## config.mk

```make
export PLATFORM = sky130hd
export DESIGN_NAME = int2flt_seq
export DESIGN_NICKNAME = d
export VERILOG_FILES = /design/src/rtl/int2flt_seq.sv
export SDC_FILE = /design/constraint.sdc
export NUM_CORES = 1
export LEC_CHECK = 0
export BUFFER_PORTS_ARGS = -buffer_cell sky130_fd_sc_hd__buf_2
export CAP_MARGIN = 20
export CORE_MARGIN = 1
export CORE_UTILIZATION = 40
export CTS_CLUSTER_DIAMETER = 150
export CTS_CLUSTER_SIZE = 16
export DETAILED_ROUTE_END_ITERATION = 8
export GPL_TIMING_DRIVEN = 0
export SYNTH_ARGS = -nofsm -noshare
export SYNTH_HDL_FRONTEND = slang
export SYNTH_SLANG_ARGS = --single-unit
```

## constraint.sdc

```tcl
create_clock -name clk -period 3.48 [get_ports clk]
set_input_delay 0.174 -clock clk [delete_from_list [all_inputs] [get_ports clk]]
set_output_delay 0.174 -clock clk [all_outputs]
set_load 0.02 [all_outputs]
```

## src/rtl/int2flt_seq.sv

```systemverilog
// Sequential 16-bit two's-complement integer to IEEE-754 half-precision converter.
// Reads the integer from data memory, normalizes one bit per cycle, rounds to nearest-even, writes back.
module int2flt_seq #(
    parameter int ADDR_W   = 8,
    parameter int SRC_ADDR = 0,
    parameter int DST_ADDR = 2
) (
    input  logic              clk,
    input  logic              reset,
    input  logic              start,
    output logic              done,
    output logic [ADDR_W-1:0] dm_addr,
    output logic              dm_wr_en,
    output logic [7:0]        dm_wdata,
    input  logic [7:0]        dm_rdata
);

    localparam int SRC_HI_I = SRC_ADDR + 1;
    localparam int DST_HI_I = DST_ADDR + 1;
    localparam logic [ADDR_W-1:0] SRC_LO = SRC_ADDR[ADDR_W-1:0];
    localparam logic [ADDR_W-1:0] SRC_HI = SRC_HI_I[ADDR_W-1:0];
    localparam logic [ADDR_W-1:0] DST_LO = DST_ADDR[ADDR_W-1:0];
    localparam logic [ADDR_W-1:0] DST_HI = DST_HI_I[ADDR_W-1:0];

    typedef enum logic [2:0] {
        IDLE, RD_LO, RD_HI, NORM, ROUND, WR_LO, WR_HI, DONE
    } state_t;

    state_t      state;
    logic        start_q;
    logic [7:0]  lo_byte;
    logic        sign;
    logic [15:0] mag;
    logic [4:0]  exp_r;
    logic [15:0] result;

    logic [15:0] x_in;
    logic [15:0] mag_in;
    logic        rnd_up;
    logic [10:0] mant_rnd;
    logic [4:0]  exp_rnd;
    logic [15:0] rnd_res;

    // The full-width negate maps 0x8000 onto itself, which is exactly the magnitude wanted.
    always_comb begin
        x_in   = {dm_rdata, lo_byte};
        mag_in = x_in[15] ? (~x_in + 16'd1) : x_in;
    end

    // Guard is mag[4], sticky is mag[3:0]; ties go to the even mantissa.
    always_comb begin
        rnd_up   = mag[4] & ((|mag[3:0]) | mag[5]);
        mant_rnd = {1'b0, mag[14:5]} + {10'd0, rnd_up};
        exp_rnd  = mant_rnd[10] ? exp_r + 5'd1 : exp_r;
        rnd_res  = {sign, exp_rnd, mant_rnd[9:0]};
    end

    always_ff @(posedge clk or negedge reset) begin
        if (!reset) begin
            state    <= IDLE;
            start_q  <= 1'b0;
            done     <= 1'b0;
            dm_addr  <= '0;
            dm_wr_en <= 1'b0;
            dm_wdata <= 8'd0;
            lo_byte  <= 8'd0;
            sign     <= 1'b0;
            mag      <= 16'd0;
            exp_r    <= 5'd0;
            result   <= 16'd0;
        end else begin
            start_q <= start;
            case (state)
                IDLE: begin
                    done <= 1'b0;
                    if (start_q && !start) begin
                        dm_addr <= SRC_LO;
                        state   <= RD_LO;
                    end
                end
                RD_LO: begin
                    lo_byte <= dm_rdata;
                    dm_addr <= SRC_HI;
                    state   <= RD_HI;
                end
                RD_HI: begin
                    sign  <= x_in[15];
                    mag   <= mag_in;
                    exp_r <= 5'd30;
                    if (mag_in == 16'd0) begin
                        // Zero bypasses normalization and always yields +0.
                        result   <= 16'd0;
                        dm_addr  <= DST_LO;
                        dm_wr_en <= 1'b1;
                        dm_wdata <= 8'd0;
                        state    <= WR_LO;
                    end else begin
                        state <= NORM;
                    end
                end
                NORM: begin
                    if (!mag[15]) begin
                        mag   <= {mag[14:0], 1'b0};
                        exp_r <= exp_r - 5'd1;
                    end else begin
                        state <= ROUND;
                    end
                end
                ROUND: begin
                    result   <= rnd_res;
                    dm_addr  <= DST_LO;
                    dm_wr_en <= 1'b1;
                    dm_wdata <= rnd_res[7:0];
                    state    <= WR_LO;
                end
                WR_LO: begin
                    dm_addr  <= DST_HI;
                    dm_wdata <= result[15:8];
                    state    <= WR_HI;
                end
                WR_HI: begin
                    dm_wr_en <= 1'b0;
                    done     <= 1'b1;
                    state    <= DONE;
                end
                DONE: begin
                    done  <= 1'b0;
                    state <= IDLE;
                end
                default: state <= IDLE;
            endcase
        end
    end

endmodule

```

==> flow_summary.json <==
{
  "detail-route-antenna-nets": 0,
  "grt-ovfl-total": 0,
  "status": "finished clean",
  "design_area_um2": 3532,
  "grt_max_degree": 39,
  "worst_pin_slew_ps": 575.1,
  "numCtsBuffers": 5,
  "reg2reg_to": "result[14]$_DFFE_PN0P_",
  "worstRegToRegCells": 9,
  "clk_pin_slew_ps": 110,
  "timing.final.hold_violations": 0,
  "wl_per_cell_um": 14.64,
  "grt_use_met2": 0.2917,
  "fp.coreArea_um2": 7408,
  "cts_tree": "built",
  "drc": 0,
  "drive_gt1_frac": 0.1432,
  "hp-class": "input pin to flip-flop",
  "drv_cap": 0,
  "hold-worst-slack_ps": 118.8,
  "final_common_cell": "dfrtp_1",
  "path_class": "flip-flop to flip-flop",
  "worst_path_max_delay_cell": "nor4_4",
  "cp-start-kind": "flip-flop",
  "finalCriticalPeriod_ps": 3150,
  "clock_sinks": 54,
  "path_cells": "inv_1, ha_1, or4b_4, o41ai_1, xor2_1, nand4_1, nor4_4, buf_6, o22ai_1",
  "vias_per_cell": 5.256,
  "reg2reg_setup_slack_ps": 330,
  "yosysWarnings": 0,
  "cp.required_ps": 3670,
  "num-nets-final": 391,
  "vias": 2502,
  "max_freq_mhz": 317.5,
  "synth.cell_area_um2": 3131,
  "dp_slack_ps": 322.0,
  "drv_slew": 0,
  "grt_use_met3": 0.02778,
  "hold_path_end": "lo_byte[1]$_DFFE_PN0P_",
  "n_antenna_cell": 0,
  "p_leak_uw": 0.001495,
  "crit_path_end_kind": "flip-flop",
  "setup_viol": 0,
  "timing.rr.start": "lo_byte[0]$_DFFE_PN0P_",
  "placed_cell_area_um2": 3398,
  "synth.yosys.seq_area_share": 0.4317,
  "finalSetupTns_ps": 0,
  "synth-edff-count": 0,
  "worstSkewPairLatency_ps": 310,
  "worstHoldStart": "dm_rdata[1]",
  "grt.busiest_layer": "met2",
  "synth_ff_type": "dfrtp_1",
  "ir_drop_mv": 0.3520,
  "antenna_found_initial": 0,
  "gp_congestion": 0.8849,
  "initial_core_util": 0.4226,
  "fillers": 729,
  "fin_ws_ps": 330.2,
  "die_h_um": 90.47,
  "cts_buffer_depth": 2,
  "whs_path_depth": 3,
  "h-tree-depth": 2,
  "grt_pass1_wl_um": 11810,
  "syn_inst": 340,
  "cp_data_arrival_time_ps": 3340,
  "cpLargestDelayFamily": "simple AND/OR/NAND/NOR gates",
  "io_buffers": 21,
  "drt_iter0_drc": 155,
  "first_pass_iters": 4,
  "wl_um": 6967,
  "ys_ff_latch": 54,
  "path_buf_inv": 2,
  "fin_skew_ps": 12.60,
  "fin_crit_sh": 0.9051,
  "slowest_delay_ps": 570,
  "use_met1": 0.2516,
  "fp.dieW_um": 90.47,
  "final_cells": 476,
  "grt_pass1_vias": 2389,
  "synthArstFlopShare": 1.000,
  "area_growth_syn_to_layout_pct": 12.83,
  "grt_use_total": 0.1791,
  "synth.avg_cell_area_um2": 9.207,
  "rows": 31,
  "crit_fanout": 10,
  "rsz0062_at_grt": "no",
  "hpwl_um": 5212,
  "synth_cell_types": 55,
  "dieArea_um2": 8184,
  "cts-root-buf": "clkbuf_8",
  "layout.cells.most_common_list": "dfrtp_1, nand2_1, o21ai_0, nor2_1, buf_2",
  "power_density_nw_per_um2": 845.9,
  "num_io_pins": 29,
  "slew_headroom": 0.6134,
  "dp_cells": 466,
  "cts_resized": 0
}
[kinds of logic (layout without fill, tap and decap cells)]
kind of cell             after synthesis  in the layout  synth area share
multiplexers                          11             11           0.03797
buffers and inverters                 41             73           0.05955
other                                  1              6          0.001198
adder cells (fa/ha/maj)                4              4           0.01599
XOR/XNOR                              26             26           0.07274
flip-flops                            54             54            0.4317
AO/OA/AOI/OAI                         94             94            0.1946
AND/OR/NAND/NOR                      109            109            0.1863
[power breakdown]
part | internal, µW | leakage (µW) | switching (µW)
Sequential | 910 | 0.000651 | 250
Combinational | 576 | 0.000793 | 822
Clock | 214 | 0.0000504 | 216
[how the worst max path moves through the flow]
stage | from | to | depth (start not counted)
floorplan | lo_byte[0]$_DFFE_PN0P_ | dm_wdata[0]$_DFFE_PN0P_ | 9
global placement | lo_byte[0]$_DFFE_PN0P_ | result[12]$_DFFE_PN0P_ | 9
detailed placement | lo_byte[0]$_DFFE_PN0P_ | result[14]$_DFFE_PN0P_ | 9
CTS | lo_byte[0]$_DFFE_PN0P_ | result[14]$_DFFE_PN0P_ | 9
global route | lo_byte[0]$_DFFE_PN0P_ | dm_wdata[0]$_DFFE_PN0P_ | 9
finish | lo_byte[0]$_DFFE_PN0P_ | result[14]$_DFFE_PN0P_ | 9
[sequential cells by signal, indices dropped and copies added, names as in the netlist]
signal	cells
dm_addr	2
dm_wdata	8
dm_wr_en	1
done	1
exp_r	5
lo_byte	8
mag	16
result	8
sign	1
start_q	1
state	3
[worst register-to-register path: stages (launching register included)]
cell     delay [ps]
dfrtp_1         410
inv_1           120
ha_1            230
or4b_4          500
o41ai_1         410
xor2_1          270
nand4_1         230
nor4_4          570
buf_6           220
o22ai_1          80
[layout make-up]
cell class                      count  area [µm²]  area share
Buffer                             30       145.1     0.04109
Tap cell                           99       123.9     0.03507
Clock inverter                      3       45.04     0.01275
Clock buffer                        5       68.82     0.01948
Sequential cell                    54        1351      0.3826
Multi-Input combinational cell    250        1612      0.4563
Inverter                           11       41.29     0.01169
Timing Repair Buffer               24       145.1     0.04109
[per-layer routing]
| metal | wire length [µm] | vias to the layer above |
|---|---|---|
| li1 | - | 1275 |
| met1 | 3372 | 1181 |
| met4 | 34 | 0 |
| met5 | 0 | - |
| met3 | 195 | 2 |
| met2 | 3364 | 44 |
[timing repair]
item | in CTS | in global routing
buffers inserted | 0 | 0
hold buffers | 2 | 0
endpoints found under the hold margin | 17 | 0
[cells in the mapped netlist, types with 5 or more instances]
cell type   n  area [µm²]
dfrtp_1    54        1351
nand2_1    33       123.9
o21ai_0    25       125.1
nor2_1     23       86.33
clkbuf_1   17       63.81
xor2_1     17       148.9
a22oi_1    14       105.1
o22ai_1    14       87.58
a21oi_1    12       60.06
inv_1      11       41.29
xnor2_1     9       78.83
nor2b_1     7       43.79
o21ai_1     7       35.03
buf_4       6       45.04
mux2_2      6       67.56
nand4_1     6       37.54
nand3_1     5       25.02
or3_1       5       31.28
[per-stage QoR]
stage                     power, µW    util
after floorplan                2189       -
after global placement         2531  0.4560
after detailed placement       2576  0.4587
after CTS                      3015  0.4768
after global routing           3263  0.4768
final                          2988  0.4768
(Power assumes the default switching activity.)
